### config.mk
export PLATFORM = sky130hd
export DESIGN_NAME = fp16_sub
export DESIGN_NICKNAME = d
export VERILOG_FILES = /design/src/rtl/fp16_sub.sv
export SDC_FILE = /design/constraint.sdc
export NUM_CORES = 1
export LEC_CHECK = 0
export ABC_AREA = 0
export CAP_MARGIN = 10
export CORE_MARGIN = 2
export CORE_UTILIZATION = 45
export DETAILED_ROUTE_END_ITERATION = 6
export GPL_ROUTABILITY_DRIVEN = 0
export HOLD_SLACK_MARGIN = 0.1
export PLACE_DENSITY = 0.69
export SYNTH_ARGS = -nofsm -noshare
export SYNTH_HDL_FRONTEND = slang
export SYNTH_SLANG_ARGS = --single-unit
### constraint.sdc
create_clock -name clk -period 22.9 [get_ports clk]
set_input_delay 4.58 -clock clk [delete_from_list [all_inputs] [get_ports clk]]
set_output_delay 4.58 -clock clk [all_outputs]
set_load 0.02 [all_outputs]
### src/rtl/fp16_sub.sv
// fp16_sub: pipelined IEEE 754 binary16 subtractor (result = a - b).
// An operand register feeds three compute stages: S1 unpack/specials/compare/align,
// S2 magnitude add/subtract, S3 normalize/round/pack into the output register.
// Round-to-nearest-even; denormals handled on inputs and outputs.
//
// Handshake: an operand pair transfers on a rising edge where in_valid && in_ready.
// A result transfers on a rising edge where out_valid && out_ready.
// stall = out_valid && !out_ready freezes every stage; in_ready = !stall (forced high in reset).
module fp16_sub #(
    parameter int WIDTH = 16
) (
    input  logic             clk,
    input  logic             rst_n,
    input  logic             in_valid,
    output logic             in_ready,
    input  logic [WIDTH-1:0] a,
    input  logic [WIDTH-1:0] b,
    output logic             out_valid,
    input  logic             out_ready,
    output logic [WIDTH-1:0] result,
    output logic [2:0]       out_flags
);

    logic stall;
    assign stall    = out_valid & ~out_ready;
    assign in_ready = ~rst_n | ~stall;

    // operand register
    logic        v0;
    logic [15:0] a0, b0;

    // S1 combinational signals
    logic        sa, sb, a_nan, b_nan, a_snan, b_snan, a_inf, b_inf;
    logic        c1_special, swap, c1_sign, c1_sub;
    logic [15:0] c1_spec_res;
    logic [2:0]  c1_spec_flags;
    logic [14:0] mag_big, mag_small;
    logic [4:0]  e_big, e_small, diff;
    logic [3:0]  shamt;
    logic [10:0] sig_big, sig_small;
    logic [26:0] shifted;

    // S1 register
    logic        v1, s1_sign, s1_sub, s1_special;
    logic [4:0]  s1_exp;
    logic [13:0] s1_x, s1_y;
    logic [15:0] s1_spec_res;
    logic [2:0]  s1_spec_flags;

    // S2 register
    logic        v2, s2_sign, s2_sub, s2_special;
    logic [4:0]  s2_exp;
    logic [14:0] s2_sum;
    logic [15:0] s2_spec_res;
    logic [2:0]  s2_spec_flags;

    // S3 combinational signals
    logic [3:0]  lz;
    logic [13:0] norm, norm2;
    logic [6:0]  nexp, rsh;
    logic [27:0] den;
    logic [5:0]  ef, oe;
    logic [9:0]  om;
    logic        inc, inexact;
    logic [11:0] rnd;
    logic [15:0] c3_res;
    logic [2:0]  c3_flags;

    // capture accepted operands; a bubble is captured as valid=0
    always_ff @(posedge clk) begin
        if (!rst_n) begin
            v0 <= 1'b0;
        end else if (!stall) begin
            v0 <= in_valid;
            a0 <= a;
            b0 <= b;
        end
    end

    // S1: unpack, resolve specials, order by magnitude, align smaller operand with G/R/S
    always_comb begin
        sa     = a0[15];
        sb     = ~b0[15];
        a_nan  = (a0[14:10] == 5'h1F) && (a0[9:0] != 10'd0);
        b_nan  = (b0[14:10] == 5'h1F) && (b0[9:0] != 10'd0);
        a_snan = a_nan && !a0[9];
        b_snan = b_nan && !b0[9];
        a_inf  = (a0[14:10] == 5'h1F) && (a0[9:0] == 10'd0);
        b_inf  = (b0[14:10] == 5'h1F) && (b0[9:0] == 10'd0);

        c1_special    = 1'b1;
        c1_spec_res   = 16'h7E00;
        c1_spec_flags = 3'b000;
        if (a_nan || b_nan) begin
            c1_spec_flags = {a_snan | b_snan, 2'b00};
        end else if (a_inf && b_inf) begin
            if (a0[15] == b0[15]) c1_spec_flags = 3'b100;
            else                  c1_spec_res   = a0;
        end else if (a_inf) begin
            c1_spec_res = a0;
        end else if (b_inf) begin
            c1_spec_res = {~b0[15], b0[14:0]};
        end else begin
            c1_special = 1'b0;
        end

        swap      = b0[14:0] > a0[14:0];
        mag_big   = swap ? b0[14:0] : a0[14:0];
        mag_small = swap ? a0[14:0] : b0[14:0];
        c1_sign   = swap ? sb : sa;
        c1_sub    = sa ^ sb;
        // denormals use exponent 1 with a hidden bit of 0
        e_big     = (mag_big[14:10] == 5'd0) ? 5'd1 : mag_big[14:10];
        e_small   = (mag_small[14:10] == 5'd0) ? 5'd1 : mag_small[14:10];
        sig_big   = {|mag_big[14:10], mag_big[9:0]};
        sig_small = {|mag_small[14:10], mag_small[9:0]};
        diff      = e_big - e_small;
        shamt     = (diff > 5'd14) ? 4'd14 : diff[3:0];
        shifted   = {sig_small, 16'd0} >> shamt;
    end

    // S1 register
    always_ff @(posedge clk) begin
        if (!rst_n) begin
            v1 <= 1'b0;
        end else if (!stall) begin
            v1            <= v0;
            s1_sign       <= c1_sign;
            s1_sub        <= c1_sub;
            s1_exp        <= e_big;
            s1_x          <= {sig_big, 3'b000};
            s1_y          <= {shifted[26:14], |shifted[13:0]};
            s1_special    <= c1_special;
            s1_spec_res   <= c1_spec_res;
            s1_spec_flags <= c1_spec_flags;
        end
    end

    // S2: magnitude add or subtract; |x| >= |y| so the difference never goes negative
    always_ff @(posedge clk) begin
        if (!rst_n) begin
            v2 <= 1'b0;
        end else if (!stall) begin
            v2            <= v1;
            s2_sum        <= s1_sub ? ({1'b0, s1_x} - {1'b0, s1_y}) : ({1'b0, s1_x} + {1'b0, s1_y});
            s2_sign       <= s1_sign;
            s2_sub        <= s1_sub;
            s2_exp        <= s1_exp;
            s2_special    <= s1_special;
            s2_spec_res   <= s1_spec_res;
            s2_spec_flags <= s1_spec_flags;
        end
    end

    // S3: normalize, denormalize when exponent <= 0, round to nearest even, pack
    always_comb begin
        lz = 4'd0;
        for (int i = 0; i < 14; i++) begin
            if (s2_sum[i]) lz = 4'(13 - i);
        end
        if (s2_sum[14]) begin
            norm = {s2_sum[14:2], |s2_sum[1:0]};
            nexp = {2'b00, s2_exp} + 7'd1;
        end else begin
            norm = s2_sum[13:0] << lz;
            nexp = {2'b00, s2_exp} - {3'b000, lz};
        end
        rsh = 7'd1 - nexp;
        den = {norm, 14'd0} >> rsh;
        if (nexp[6] || (nexp == 7'd0)) begin
            norm2 = {den[27:15], |den[14:0]};
            ef    = 6'd0;
        end else begin
            norm2 = norm;
            ef    = nexp[5:0];
        end
        inexact = |norm2[2:0];
        inc     = norm2[2] & (norm2[1] | norm2[0] | norm2[3]);
        rnd     = {1'b0, norm2[13:3]} + {11'd0, inc};
        if (ef == 6'd0) begin
            // a denormal that rounds up to 0x0400 becomes the smallest normal
            oe = {5'd0, rnd[10]};
            om = rnd[9:0];
        end else if (rnd[11]) begin
            oe = ef + 6'd1;
            om = rnd[10:1];
        end else begin
            oe = ef;
            om = rnd[9:0];
        end

        if (s2_special) begin
            c3_res   = s2_spec_res;
            c3_flags = s2_spec_flags;
        end else if (s2_sum == 15'd0) begin
            // only two zeros with matching effective sign can give -0
            c3_res   = {s2_sign & ~s2_sub, 15'd0};
            c3_flags = 3'b000;
        end else if (oe >= 6'd31) begin
            c3_res   = {s2_sign, 5'h1F, 10'd0};
            c3_flags = 3'b011;
        end else begin
            c3_res   = {s2_sign, oe[4:0], om};
            c3_flags = {2'b00, inexact};
        end
    end

    // output register; result and flags hold while stalled
    always_ff @(posedge clk) begin
        if (!rst_n) begin
            out_valid <= 1'b0;
            result    <= 16'h0000;
            out_flags <= 3'b000;
        end else if (!stall) begin
            out_valid <= v2;
            if (v2) begin
                result    <= c3_res;
                out_flags <= c3_flags;
            end
        end
    end

endmodule

==> results by group <==
Timing
  – Setup TNS: 0 ps
  – Worst Clk Skew: 17.72 ps
  – Tcrit/Tclk final: 49.87%
  – Unrepaired setup endpoints after global routing: false
  – Final Worst Setup Slack: 11,480 ps
  – Fmax achieved: 87.57 MHz
  – Pins over their slew limit: 0
  – Count of final setup violators: 0
  – Hold Violations, Final: 0
  – Final min period: 11,420 ps
  – Max-slew headroom: 23.87%
  – Worst Tran Pin Value: 1133 ps
  – WHS: 417.1 ps

Synthesis
  – Synth Instances: 1,124
  – Synth top area share: 34.41%
  – Netlist cell types: 108
  – Area contributors post-synth: edfxtp_1 34%, ha_1 6.1%, dfxtp_1 4.3%, nor2_1 3.7%, a21oi_1 3.7%
  – Post-synthesis sequential area ratio: 38.74%
  – Syn. warnings: 0
  – Top_reg_cell synth: edfxtp_1
  – Post-synth EDFFs: 122
  – Ys async rst share: 0%
  – Mapped Area: 10,650 sq um
  – Mean Syn Cell Area: 9.472 sq um
  – Seq cells post-synth: 145
  – Synth area leader: edfxtp_1

Finish
  – # diodes: 0
  – Commonest non-fill, non-tap cell in the layout: edfxtp_1
  – Multi-input gate area: 6120 sq um
  – Share of layout cells above drive strength 1: 11.08%
  – Fill count: 2,138
  – Layout area overhead: 13.60%
  – Final core occ: 51.83%
  – Final nets: 1,260
  – Most frequent cells in the layout: 122 x edfxtp_1, 105 x nor2_1, 85 x nand2_1
  – Register area: 4124 sq um

Floorplan
  – Die W: 157.8 um
  – Die area: 24,910 sq um
  – Starting Density: 45.63%
  – Die Y: 157.8 um
  – Core box area: 23,330 sq um
  – FP Rows: 56
  – Boundary Pins: 57

Route
  – DRC: 1
  – Routed WL: 24,950 um
  – Pre-antenna DRT Iters: 7
  – Antenna-violating nets left: 0
  – Via count: 8,991
  – Via-to-Cell Ratio: 5.990
  – Wire length per cell: 16.62 um
  – Initial drt markers: 707

Place
  – Place WS: 11,510 ps
  – HPWL after detailed placement: 18,250 um
  – Input/output buffers: 56

Clock network
  – Setup bufs post-CTS: 0
  – Clock sinks: 145
  – CTS max path bufs: 2
  – Root Buffer: clkbuf_16
  – CTS tree: yes
  – Post-cts resize count: 0
  – Clk Latency, worst-skew pair: 420 ps
  – CTS HTree Levels: 4
  – CTS Hold Bufs: 0
  – Reg clk slew, reported paths: 70 ps
  – Cts bufs inserted: 17

Setup path
  – R2R setup slack: 15,910 ps
  – FF-to-FF path depth: 29
  – CP Launch Type: primary input
  – Critical path class: in2out
  – Crit-path cells: clkdlybuf4s50_1 -> clkinv_1 -> nor2_1 -> inv_1 -> clkdlybuf4s50_1
  – CP max stage delay: 840 ps
  – Worst reg2reg startpoint: b0[1]$_DFFE_PP_
  – Critical-path top delay cell: clkdlybuf4s50_1
  – Crit-path max FO: 17
  – CP arrival: 6840 ps
  – CP most frequent cell: clkdlybuf4s50_1
  – Crit. End Element: primary output
  – Worst Path Required: 18,320 ps
  – Reg-to-Reg End: s1_y[0]$_DFFE_PP_

Worst hold path
  – Hold Path End: s2_spec_res[7]$_DFFE_PP_
  – Min-delay src: s1_spec_res[7]$_SDFFCE_PP0P_
  – Hold/Removal Path Class: reg2reg
  – Cell depth of the worst hold path: 0

Power and ir drop
  – Maximum vdd ir drop: 0.06150 mV
  – Power Density: 97.12 nW/um^2
  – Pleak: 4.466 nW
  – Pwr Total: 1.175 mW

Global routing
  – Gr ovfl total: 0
  – All-Layer GR Usage: 20.33%
  – Largest net degree at the start of global routing: 66
  – Vias in the first global route: 8,388
  – First-pass GRT wire length: 41,010 um
  – Initial antenna violation count: 0

Outcome
  – Violated checks: design-rule violations
  – Status: finished with violations

Run
  – Max Cap Viol: 0
==> layer usage <==
metal  vias up  global-route usage (%)  wire length [um]
li1       4352                       -                 -
met1      4194                   27.42             11010
met2       371                   33.04             11680
met3        74                   3.394              1588
met4         0                   7.186               662
met5         -                       0                 0
==> worst max-delay path, delay by kind of cell <==
family | cells | cell delay, ps
buf+inv | 4 | 1910
simple gates | 1 | 340
==> synthesized netlist by cell type (6+ instances only) <==
library cell and number:
edfxtp_1 122, nor2_1 105, nand2_1 85, a21oi_1 78
inv_1 59, ha_1 52, o21ai_0 49, nand3_1 37
nor3_1 32, mux2i_1 27, mux2_2 26, clkbuf_1 23
dfxtp_1 23, xnor2_1 22, a21o_1 17, buf_2 15
nor4_1 15, a211oi_1 14, o31ai_1 14, a31oi_1 13
nand2b_1 13, nor2b_1 13, o21bai_1 13, o211ai_1 11
o21a_1 11, o22ai_1 11, xor2_1 11, and3_1 10
nand4_1 9, o21ai_1 9, or3_1 9, and2_1 8
or2_2 8, a32oi_1 7, buf_1 7, o221ai_1 6
==> registers in the layout, indices dropped and copies added, names as in the netlist <==
signal / count
a0: 16
b0: 16
out_flags: 3
out_valid: 1
result: 16
s1_exp: 5
s1_sign: 1
s1_spec_flags: 1
s1_spec_res: 16
s1_special: 1
s1_sub: 1
s1_x: 11
s1_y: 14
s2_exp: 5
s2_sign: 1
s2_spec_flags: 1
s2_spec_res: 16
s2_special: 1
s2_sub: 1
s2_sum: 15
v0: 1
v1: 1
v2: 1
==> report_power, final <==
group | leakage [nW] | total [mW] | internal [mW] | switching [mW]
registers | 1.38 | 0.369 | 0.325 | 0.0439
clock network | 0.281 | 0.271 | 0.146 | 0.124
logic | 2.81 | 0.535 | 0.204 | 0.331
total | 4.47 | 1.17 | 0.675 | 0.499
==> final cells by class <==
| type | instances | area share, % |
|---|---|---|
| multi-input combinational | 878 | 50.60 |
| sequential | 145 | 34.10 |
| timing repair buffer | 63 | 5.069 |
| clock buffer | 17 | 3.517 |
| tap | 319 | 3.300 |
| inverter | 64 | 2.007 |
| clock inverter | 15 | 1.407 |
==> metrics by stage <==
step | instances | instance area, sq um
5_1_grt | 1501 | 12090
4_1_cts | 1501 | 12090
2_1_floorplan | 1136 | 10690
3_3_place_gp | 1469 | 11500
3_5_place_dp | 1469 | 11500
6_report | 1501 | 12090
==> worst max path at each step <==
stage                     cells past startpoint  endpoint  start
after global routing                          5  in_ready  rst_n
final                                         5  in_ready  rst_n
after detailed placement                      5  in_ready  rst_n
after CTS                                     5  in_ready  rst_n
after floorplan                               4  in_ready  rst_n
after global placement                        5  in_ready  rst_n
==> cells by family after synthesis <==
kind of cell,Yosys count,synth area share [%]
other,2,0.07054
XOR/XNOR,33,2.715
flip-flops,145,38.74
multiplexers,55,5.606
AO/OA/AOI/OAI,343,23.41
AND/OR/NAND/NOR,378,18.36
adder cells (fa/ha/maj),55,6.675
buffers and inverters,113,4.431
No activity file was read; power rests on OpenSTA's default activity.
